[config.mk]
export PLATFORM = sky130hd
export DESIGN_NAME = reorder_buffer
export DESIGN_NICKNAME = d
export VERILOG_FILES = /design/src/rtl/reorder_buffer.sv
export SDC_FILE = /design/constraint.sdc
export NUM_CORES = 1
export LEC_CHECK = 0
export ABC_AREA = 0
export BUFFER_PORTS_ARGS = -buffer_cell sky130_fd_sc_hd__buf_2
export CAP_MARGIN = 40
export CORE_MARGIN = 5
export CORE_UTILIZATION = 45
export CTS_CLUSTER_SIZE = 20
export DETAILED_ROUTE_END_ITERATION = 10
export PLACE_DENSITY = 0.74
export SLEW_MARGIN = 10
export SYNTH_ARGS = -nofsm -noshare
export SYNTH_HDL_FRONTEND = slang
export SYNTH_SLANG_ARGS = --single-unit
[constraint.sdc]
create_clock -name clk -period 16.24 [get_ports clk]
set_input_delay 3.248 -clock clk [delete_from_list [all_inputs] [get_ports clk]]
set_output_delay 3.248 -clock clk [all_outputs]
set_load 0.005 [all_outputs]
[src/rtl/reorder_buffer.sv]
// In-order commit reorder buffer with two completion ports and two decode lookup ports.
// Optional macro ROB_FORWARD_EN forwards same-cycle completions into the lookup results.
module reorder_buffer #(
    parameter int REG_ADDRESS_SIZE = 5,
    parameter int REG_SIZE         = 32,
    parameter int ID_SIZE          = 3
) (
    input  logic                        clk,
    input  logic                        reset,
    input  logic                        ROB_alloc,
    input  logic [REG_ADDRESS_SIZE-1:0] ROB_alloc_dest,
    input  logic                        ROB_alloc_w,
    output logic [ID_SIZE-1:0]          ROB_tail,
    output logic                        ROB_stall,
    input  logic                        ROB_cmp0,
    input  logic [ID_SIZE-1:0]          ROB_cmp0_id,
    input  logic [REG_SIZE-1:0]         ROB_cmp0_value,
    input  logic                        ROB_cmp1,
    input  logic [ID_SIZE-1:0]          ROB_cmp1_id,
    input  logic [REG_SIZE-1:0]         ROB_cmp1_value,
    input  logic [REG_ADDRESS_SIZE-1:0] ROB_dAddr1,
    input  logic [REG_ADDRESS_SIZE-1:0] ROB_dAddr2,
    output logic                        ROB_dependency1,
    output logic                        ROB_dependency2,
    output logic                        ROB_resolved1,
    output logic                        ROB_resolved2,
    output logic [REG_SIZE-1:0]         ROB_dValue1,
    output logic [REG_SIZE-1:0]         ROB_dValue2,
    output logic [REG_ADDRESS_SIZE-1:0] ROB_Wat,
    output logic [REG_SIZE-1:0]         ROB_Wvalue,
    output logic                        ROB_We,
    input  logic                        ROB_flush
);

    localparam int DEPTH = 2 ** ID_SIZE;
    localparam logic [ID_SIZE:0] FULL_COUNT = (ID_SIZE + 1)'(DEPTH);

    logic [ID_SIZE-1:0] head_reg;
    logic [ID_SIZE-1:0] tail_reg;
    logic [ID_SIZE:0]   count_reg;

    logic [DEPTH-1:0]            valid_vec;
    logic [DEPTH-1:0]            done_vec;
    logic [DEPTH-1:0]            w_vec;
    logic [REG_ADDRESS_SIZE-1:0] dest_vec  [DEPTH];
    logic [REG_SIZE-1:0]         value_vec [DEPTH];

    logic alloc_ok;
    logic commit;

    assign ROB_stall = (count_reg == FULL_COUNT);
    assign ROB_tail  = tail_reg;
    assign alloc_ok  = ROB_alloc && !ROB_stall && !ROB_flush;
    assign commit    = valid_vec[head_reg] && done_vec[head_reg];

    assign ROB_We     = commit && w_vec[head_reg] && (dest_vec[head_reg] != '0);
    assign ROB_Wat    = commit ? dest_vec[head_reg] : '0;
    assign ROB_Wvalue = commit ? value_vec[head_reg] : '0;

    // A flush collapses the buffer onto the slot just past the (possibly committing) head.
    always_ff @(posedge clk or negedge reset) begin
        if (!reset) begin
            head_reg  <= '0;
            tail_reg  <= '0;
            count_reg <= '0;
        end else begin
            if (commit)
                head_reg <= head_reg + ID_SIZE'(1);
            if (ROB_flush) begin
                tail_reg  <= head_reg + ID_SIZE'(commit);
                count_reg <= '0;
            end else begin
                if (alloc_ok)
                    tail_reg <= tail_reg + ID_SIZE'(1);
                count_reg <= count_reg + (ID_SIZE + 1)'(alloc_ok) - (ID_SIZE + 1)'(commit);
            end
        end
    end

    genvar gi, gp;

    generate
        for (gi = 0; gi < DEPTH; gi++) begin : g_entry
            localparam logic [ID_SIZE-1:0] ENTRY_ID = ID_SIZE'(gi);
            logic                        valid_reg;
            logic                        done_reg;
            logic                        w_reg;
            logic [REG_ADDRESS_SIZE-1:0] dest_reg;
            logic [REG_SIZE-1:0]         value_reg;
            logic                        hit0;
            logic                        hit1;

            assign hit0 = ROB_cmp0 && (ROB_cmp0_id == ENTRY_ID) && valid_reg;
            assign hit1 = ROB_cmp1 && (ROB_cmp1_id == ENTRY_ID) && valid_reg;

            always_ff @(posedge clk or negedge reset) begin
                if (!reset) begin
                    valid_reg <= 1'b0;
                    done_reg  <= 1'b0;
                    w_reg     <= 1'b0;
                    dest_reg  <= '0;
                    value_reg <= '0;
                end else if (ROB_flush || (commit && head_reg == ENTRY_ID)) begin
                    valid_reg <= 1'b0;
                    done_reg  <= 1'b0;
                end else if (alloc_ok && tail_reg == ENTRY_ID) begin
                    valid_reg <= 1'b1;
                    done_reg  <= 1'b0;
                    w_reg     <= ROB_alloc_w;
                    dest_reg  <= ROB_alloc_dest;
                    value_reg <= '0;
                end else if (hit0) begin
                    done_reg  <= 1'b1;
                    value_reg <= ROB_cmp0_value;
                end else if (hit1) begin
                    done_reg  <= 1'b1;
                    value_reg <= ROB_cmp1_value;
                end
            end

            assign valid_vec[gi] = valid_reg;
            assign done_vec[gi]  = done_reg;
            assign w_vec[gi]     = w_reg;
            assign dest_vec[gi]  = dest_reg;
            assign value_vec[gi] = value_reg;
        end
    endgenerate

    logic [REG_ADDRESS_SIZE-1:0] query_addr [2];
    assign query_addr[0] = ROB_dAddr1;
    assign query_addr[1] = ROB_dAddr2;

    generate
        for (gp = 0; gp < 2; gp++) begin : g_port
            logic [DEPTH-1:0]   match;
            logic               found;
            logic [ID_SIZE-1:0] sel;
            logic               dep;
            logic               res;
            logic [REG_SIZE-1:0] val;

            for (gi = 0; gi < DEPTH; gi++) begin : g_match
                assign match[gi] = valid_vec[gi] && w_vec[gi] && (query_addr[gp] != '0)
                                   && (dest_vec[gi] == query_addr[gp]);
            end

            // Walk oldest to youngest from head so the last hit is the youngest producer.
            always_comb begin
                found = 1'b0;
                sel   = '0;
                for (int i = 0; i < DEPTH; i++) begin
                    if (match[head_reg + ID_SIZE'(i)]) begin
                        found = 1'b1;
                        sel   = head_reg + ID_SIZE'(i);
                    end
                end
            end

            always_comb begin
                dep = found;
                res = found && done_vec[sel];
                val = found ? value_vec[sel] : '0;
`ifdef ROB_FORWARD_EN
                if (found && ROB_cmp0 && ROB_cmp0_id == sel) begin
                    res = 1'b1;
                    val = ROB_cmp0_value;
                end else if (found && ROB_cmp1 && ROB_cmp1_id == sel) begin
                    res = 1'b1;
                    val = ROB_cmp1_value;
                end
`else
`endif
            end
        end
    endgenerate

    assign ROB_dependency1 = g_port[0].dep;
    assign ROB_resolved1   = g_port[0].res;
    assign ROB_dValue1     = g_port[0].val;
    assign ROB_dependency2 = g_port[1].dep;
    assign ROB_resolved2   = g_port[1].res;
    assign ROB_dValue2     = g_port[1].val;

endmodule

==> results of run 1 <==
[Yosys cell counts, types with 5 or more instances]
| cell type | number | area share (%) |
|---|---|---|
| nand3_1 | 22 | 0.43 |
| a22o_1 | 37 | 1.3 |
| a21oi_1 | 36 | 0.70 |
| mux4_1 | 6 | 0.61 |
| o211ai_1 | 103 | 3.0 |
| and2_1 | 11 | 0.27 |
| nor2_1 | 45 | 0.66 |
| mux4_2 | 86 | 7.5 |
| a21boi_1 | 11 | 0.32 |
| inv_1 | 27 | 0.39 |
| mux2_2 | 52 | 2.3 |
| or3_1 | 5 | 0.12 |
| o2111ai_1 | 34 | 1.2 |
| a21boi_0 | 91 | 2.7 |
| mux2i_1 | 434 | 17 |
| o21a_1 | 8 | 0.23 |
| dfrtp_1 | 330 | 32 |
| nor2b_1 | 12 | 0.29 |
| ha_1 | 21 | 1.0 |
| o31ai_1 | 66 | 1.9 |
| a21o_1 | 6 | 0.18 |
| nand2b_1 | 5 | 0.12 |
| or2_2 | 7 | 0.17 |
| nor4_1 | 9 | 0.22 |
| nand2_1 | 311 | 4.5 |
| xnor2_1 | 69 | 2.3 |
| and3_1 | 135 | 3.3 |
| a31oi_1 | 5 | 0.12 |
| o21ai_0 | 208 | 4.0 |
| a22oi_1 | 70 | 2.0 |
| buf_2 | 22 | 0.43 |
| buf_1 | 81 | 1.2 |
| nor3_1 | 29 | 0.56 |
| nand4_1 | 19 | 0.46 |
| xor2_1 | 18 | 0.61 |
| clkbuf_1 | 187 | 2.7 |
[power by group]
part	internal (mW)	total [mW]	switching [mW]
clock	0.588	0.974	0.386
sequential	1.02	1.29	0.270
combinational	1.01	2.82	1.81
total	2.62	5.08	2.47
[final timing paths]
kind	slack, ns	start	endpoint
worst max register to register	11.43	head_reg[0]$_DFFE_PN0P_	g_entry[3].value_reg[29]$_DFFE_PN0P_
worst max-delay path	4.61	ROB_dAddr1[0]	ROB_dValue1[2]
max in group asynchronous	11.93	reset	head_reg[0]$_DFFE_PN0P_
worst min register to register	0.53	g_entry[6].value_reg[26]$_DFFE_PN0P_	g_entry[6].value_reg[26]$_DFFE_PN0P_
min in group asynchronous	2.79	reset	g_entry[3].value_reg[7]$_DFFE_PN0P_
worst min-delay path	0.53	g_entry[6].value_reg[26]$_DFFE_PN0P_	g_entry[6].value_reg[26]$_DFFE_PN0P_
[worst max-delay path, cell delays in order]
cell and delay [ns]:
buf_2 0.19, nor3_1 0.27, and2_1 0.43, nor3_1 0.24
mux4_2 0.62, a21oi_1 0.19, a21oi_1 0.12, o21bai_1 0.23
o311ai_4 0.21, buf_4 0.71, nand2_2 0.59, buf_4 0.51
mux2i_1 0.19, o2111ai_1 0.41, buf_2 0.20
[cells by family after synthesis]
kind of cell	synth area share, %
compound gates	19.28
xor+xnor	2.961
fa+ha+maj	1.099
buf+inv	5.319
flops	32.09
mux	27.39
simple gates	11.86
[metal layers]
layer | share of wire (%) | GRT usage (%) | wire length (um)
met5 | 0.093 | 0.3089 | 92
met4 | 5.4 | 15.43 | 5336
met3 | 13 | 9.313 | 12520
met2 | 44 | 45.91 | 43660
met1 | 38 | 39.70 | 37340
[area by class of cell]
cell class                      count  area share, %
Tap cell                          756          3.292
Inverter                           29         0.3788
Timing Repair Buffer              265          5.865
Clock inverter                     14         0.7185
Clock buffer                       58          4.141
Sequential cell                   330          28.75
Antenna cell                       14         0.1219
Multi-Input combinational cell   2040          56.73
[per-stage QoR]
step	std cells	setup slack (ns)	utilization [%]
3_3_place_gp	3407	4.624	47.84
4_1_cts	3492	4.762	50.80
2_1_floorplan	2700	6.170	-
6_report	3506	4.608	50.86
3_5_place_dp	3420	4.763	48.33
5_1_grt	3502	4.388	50.84
==> impl_metrics.env, run 1 <==
export IMPL_regArea_sq_um=8262
export IMPL_fmax_ghz=0.08597
export IMPL_powerDensity_nw_per_um2=176.9
export IMPL_htreeDepth=2
export IMPL_whs_path_depth=2
export IMPL_dp_hpwl_mm=60.78
export IMPL_synth_distinct_cells=77
export IMPL_hold_viol=0
export IMPL_status="completed"
export IMPL_post_cts_buffers=0
export IMPL_dr_pass1_iters=8
export IMPL_nFillCells=5058
export IMPL_start_util_pct=45.55
export IMPL_clock_skew_final_ns=0.02082
export IMPL_critPathMaxFanout=104
export IMPL_grt_total_usage_pct=30.43
export IMPL_cts_buffers=40
export IMPL_syn2layout_area_growth_pct=11.67
export IMPL_vias=24076
export IMPL_drt_iter0_markers=2763
export IMPL_final_layout_size_suffix_gt1_share_pct=18.75
export IMPL_cts_root_buf="clkbuf_16"
export IMPL_fin_nets=2820
export IMPL_cts_tree="built"
export IMPL_drv_slew=0
export IMPL_cp_data_arrival_time_ns=8.38
export IMPL_worstSetupPathType="in2out"
export IMPL_vias_per_cell=6.867
export IMPL_fin_area_sq_um=28740
export IMPL_setup_viol=0
export IMPL_cp_required_ns=12.99
export IMPL_rr_worst_depth=11
export IMPL_path_clk_slew_ns=0.06
export IMPL_grt_pass1_wl_mm=149.2
export IMPL_core_area_sq_um=56500
export IMPL_clock_path_buffers=3
export IMPL_cts_repair_resized=0
export IMPL_gp_congestion=0.9549
export IMPL_grt_overflow=0
export IMPL_die_area_sq_um=62070
export IMPL_clkLatencyLatePin_ns=0.59
export IMPL_synth_main_ff_cell="dfrtp_1"
export IMPL_wl_per_cell_um=28.22
export IMPL_antenna_found_initial=21
export IMPL_postSynth_asyncResetShare_pct=100.0
export IMPL_io_pins=202
export IMPL_drt_wl_total_mm=98.95
export IMPL_synth_seq_area_share_pct=32.09
export IMPL_hp_class="reg2reg"
export IMPL_yosys_warnings=0
export IMPL_rsz0062_at_grt="false"
export IMPL_critPathLaunchType="primary input"
export IMPL_min_period_ns=11.63
export IMPL_finalPower_mw=5.083
export IMPL_peakVddDrop_mv=0.2014
export IMPL_cap_violations=0
export IMPL_die_height_um=249.1
export IMPL_io_buffers=201
export IMPL_synth_edff_count=0
export IMPL_synthesis_area_sq_um=25730
export IMPL_largest_reg_flops=256
export IMPL_fp_row_count=87
export IMPL_hold_ws_ns=0.5271
export IMPL_synthesis_nets=2814
export IMPL_relSlewSlack_pct=22.80
export IMPL_cp_end_kind="output pin"
export IMPL_ctsHoldBuffers=0
export IMPL_tightestPinTransition_ns=1.158
export IMPL_die_x_um=249.1
export IMPL_grt_pass1_vias=24339
export IMPL_synthCells=2700
export IMPL_grt_max_degree=159
export IMPL_layout_commonest_cell="mux2i_1"
export IMPL_cts_sinks=330
export IMPL_fin_crit_sh_pct=71.63
export IMPL_ys_ff_latch=330
export IMPL_final_cell_mix="mux2i_1, dfrtp_1, nand2_1"
export IMPL_placed_area_sq_um=27300
export IMPL_leakagePower_nw=14.06
export IMPL_post_synth_cell_area_avg_sq_um=9.530
export IMPL_multiInputGateArea_sq_um=16300
export IMPL_ant_nets=0
export IMPL_tns_ns=0
export IMPL_drcViolationCount=0
Power figures use the tool's default switching activity.
==> run 2: changes to the inputs <==
==> constraint.sdc (replaced) <==
create_clock -name clk -period 12.15 [get_ports clk]
set_input_delay 2.43 -clock clk [delete_from_list [all_inputs] [get_ports clk]]
set_output_delay 2.43 -clock clk [all_outputs]
set_load 0.005 [all_outputs]
==> run 2 against run 1 <==
Against the previous run:
- die area is the same
- worst setup slack lost 2.3 ns
- utilization grew 0.053 points
- critical path depth is the same
- combinational power grew 34%
- clock skew shrank 0.00062 ns
- wire length grew 0.42%
- total power grew 34%
- sequential power grew 33%
- critical endpoint is now ROB_dValue1[1]
- highest routed layer unchanged
==> impl_metrics.env, run 2 (synthesis gave the netlist of run 1 again) <==
export IMPL_nFillCells=5064
export IMPL_fmax_ghz=0.1017
export IMPL_cts_sinks=330
export IMPL_critPathLaunchType="primary input"
export IMPL_die_x_um=249.1
export IMPL_rsz0062_at_grt="false"
export IMPL_fin_cells=3499
export IMPL_postLayoutCoreUtil_pct=50.92
export IMPL_grt_busiest_layer="met2"
export IMPL_met3_usage_pct=10.09
export IMPL_gp_congestion=0.9416
export IMPL_wl_per_cell_um=28.40
export IMPL_cap_violations=0
export IMPL_min_from="g_entry[0].value_reg[13]$_DFFE_PN0P_"
export IMPL_syn2layout_area_growth_pct=11.79
export IMPL_grt_max_degree=159
export IMPL_drv_slew=0
export IMPL_placed_area_sq_um=27320
export IMPL_cts_tree="built"
export IMPL_grt_pass1_wl_mm=149.6
export IMPL_min_period_ns=9.834
export IMPL_crit_chain="buf_2 > xor2_1 > nor4_1 > nand4_1 > mux4_2 > nor3_1 > o211a_1 > o21bai_1 > o311ai_4 > buf_4 > buf_4 > a21boi_0 > o211ai_1 > o2111ai_1 > buf_2"
export IMPL_cts_buffers=39
export IMPL_antenna_found_initial=20
export IMPL_worst_path_largest_cell_delay_ns=0.80
export IMPL_cp_end_kind="output pin"
export IMPL_hp_class="reg2reg"
export IMPL_ctsHoldBuffers=0
export IMPL_r2r_start="head_reg[0]$_DFFE_PN0P_"
export IMPL_peakVddDrop_mv=0.2319
export IMPL_dp_hpwl_mm=59.96
export IMPL_fin_crit_sh_pct=80.94
export IMPL_status="completed"
export IMPL_cp_slowest_cell="buf_4"
export IMPL_clock_skew_final_ns=0.02020
export IMPL_multiInputGateArea_sq_um=16300
export IMPL_io_pins=202
export IMPL_largest_reg_flops=256
export IMPL_cp_num_buf_inv=4
export IMPL_crit_family="buffers and inverters"
export IMPL_tns_ns=0
export IMPL_use_met2_pct=46.10
export IMPL_final_cell_mix="mux2i_1, dfrtp_1, nand2_1"
export IMPL_relSlewSlack_pct=13.94
export IMPL_die_area_sq_um=62070
export IMPL_drt_wl_total_mm=99.36
export IMPL_worstSetupPathType="in2out"
export IMPL_post_cts_buffers=0
export IMPL_leakagePower_nw=14.07
export IMPL_fin_nets=2820
export IMPL_cts_repair_resized=0
export IMPL_cp_required_ns=9.72
export IMPL_layout_commonest_cell="mux2i_1"
export IMPL_start_util_pct=45.55
export IMPL_fp_row_count=87
export IMPL_drcViolationCount=0
export IMPL_clock_path_buffers=3
export IMPL_cp_data_arrival_time_ns=7.40
export IMPL_critPathMaxFanout=103
export IMPL_grt_pass1_vias=24405
export IMPL_rrSetupSlack_ns=7.18
export IMPL_cts_root_buf="clkbuf_16"
export IMPL_dpl_cell_count=3420
export IMPL_cp_startpoint="ROB_dAddr1[3]"
export IMPL_ant_nets=0
export IMPL_grt_overflow=0
export IMPL_vias=24176
export IMPL_final_layout_size_suffix_gt1_share_pct=18.84
export IMPL_regArea_sq_um=8262
export IMPL_io_buffers=201
export IMPL_finalPower_mw=6.822
export IMPL_clkLatencyLatePin_ns=0.58
export IMPL_grt_total_usage_pct=30.61
export IMPL_hold_viol=0
export IMPL_powerDensity_nw_per_um2=237.2
export IMPL_core_area_sq_um=56500
export IMPL_htreeDepth=2
export IMPL_met1_usage_pct=40.11
export IMPL_dr_pass1_iters=7
export IMPL_fin_area_sq_um=28770
export IMPL_drt_iter0_markers=3015
export IMPL_setup_viol=0
export IMPL_tightestPinTransition_ns=1.291
export IMPL_path_clk_slew_ns=0.06
export IMPL_die_height_um=249.1
export IMPL_vias_per_cell=6.909
==> run 2: through the flow <==
step / worst slack [ns] / hold WS [ns]
5_1_grt: 2.080 / 0.5520
4_1_cts: 2.531 / 0.5240
2_1_floorplan: 3.716 / 0.4758
3_5_place_dp: 2.537 / 0.5106
6_report: 2.316 / 0.5203
3_3_place_gp: 2.553 / 0.4979
==> run 2: worst register-to-register path, delay by kind of cell, from the launching register on <==
| kind | cells | cell delay [ns] |
|---|---|---|
| buffers and inverters | 5 | 1.73 |
| AO/OA/AOI/OAI | 4 | 1.58 |
| flip-flops | 1 | 0.82 |
| AND/OR/NAND/NOR | 1 | 0.71 |
==> run 2: per-layer routing <==
metal  vias to the layer above  part of all wire (%)
li1                      10132                     -
met1                     11850                    38
met2                      1766                    43
met3                       410                    14
met4                        18                   5.4
met5                         -                  0.10
==> run 2: area by class of cell <==
cell class	count	share of cell area [%]
multi-input cells	2040	56.67
flip-flops and latches	330	28.72
repair buffers	266	5.920
clock buffers	49	3.806
well taps	756	3.288
clock inverters	20	1.135
inverters	29	0.3784
diodes	9	0.07829
==> run 2: power by group <==
group / switching [mW] / internal, mW
Sequential: 0.345 / 1.37
Combinational: 2.44 / 1.35
Clock: 0.514 / 0.811
==> run 2: final timing paths <==
kind	endpoint	cells after the start
min in group asynchronous	g_entry[6].value_reg[6]$_DFFE_PN0P_	1
min	g_entry[0].value_reg[13]$_DFFE_PN0P_	2
max reg2reg	g_entry[3].value_reg[30]$_DFFE_PN0P_	10
min reg2reg	g_entry[0].value_reg[13]$_DFFE_PN0P_	2
max	ROB_dValue1[1]	15
max in group asynchronous	g_entry[4].value_reg[27]$_DFFE_PN0P_	4
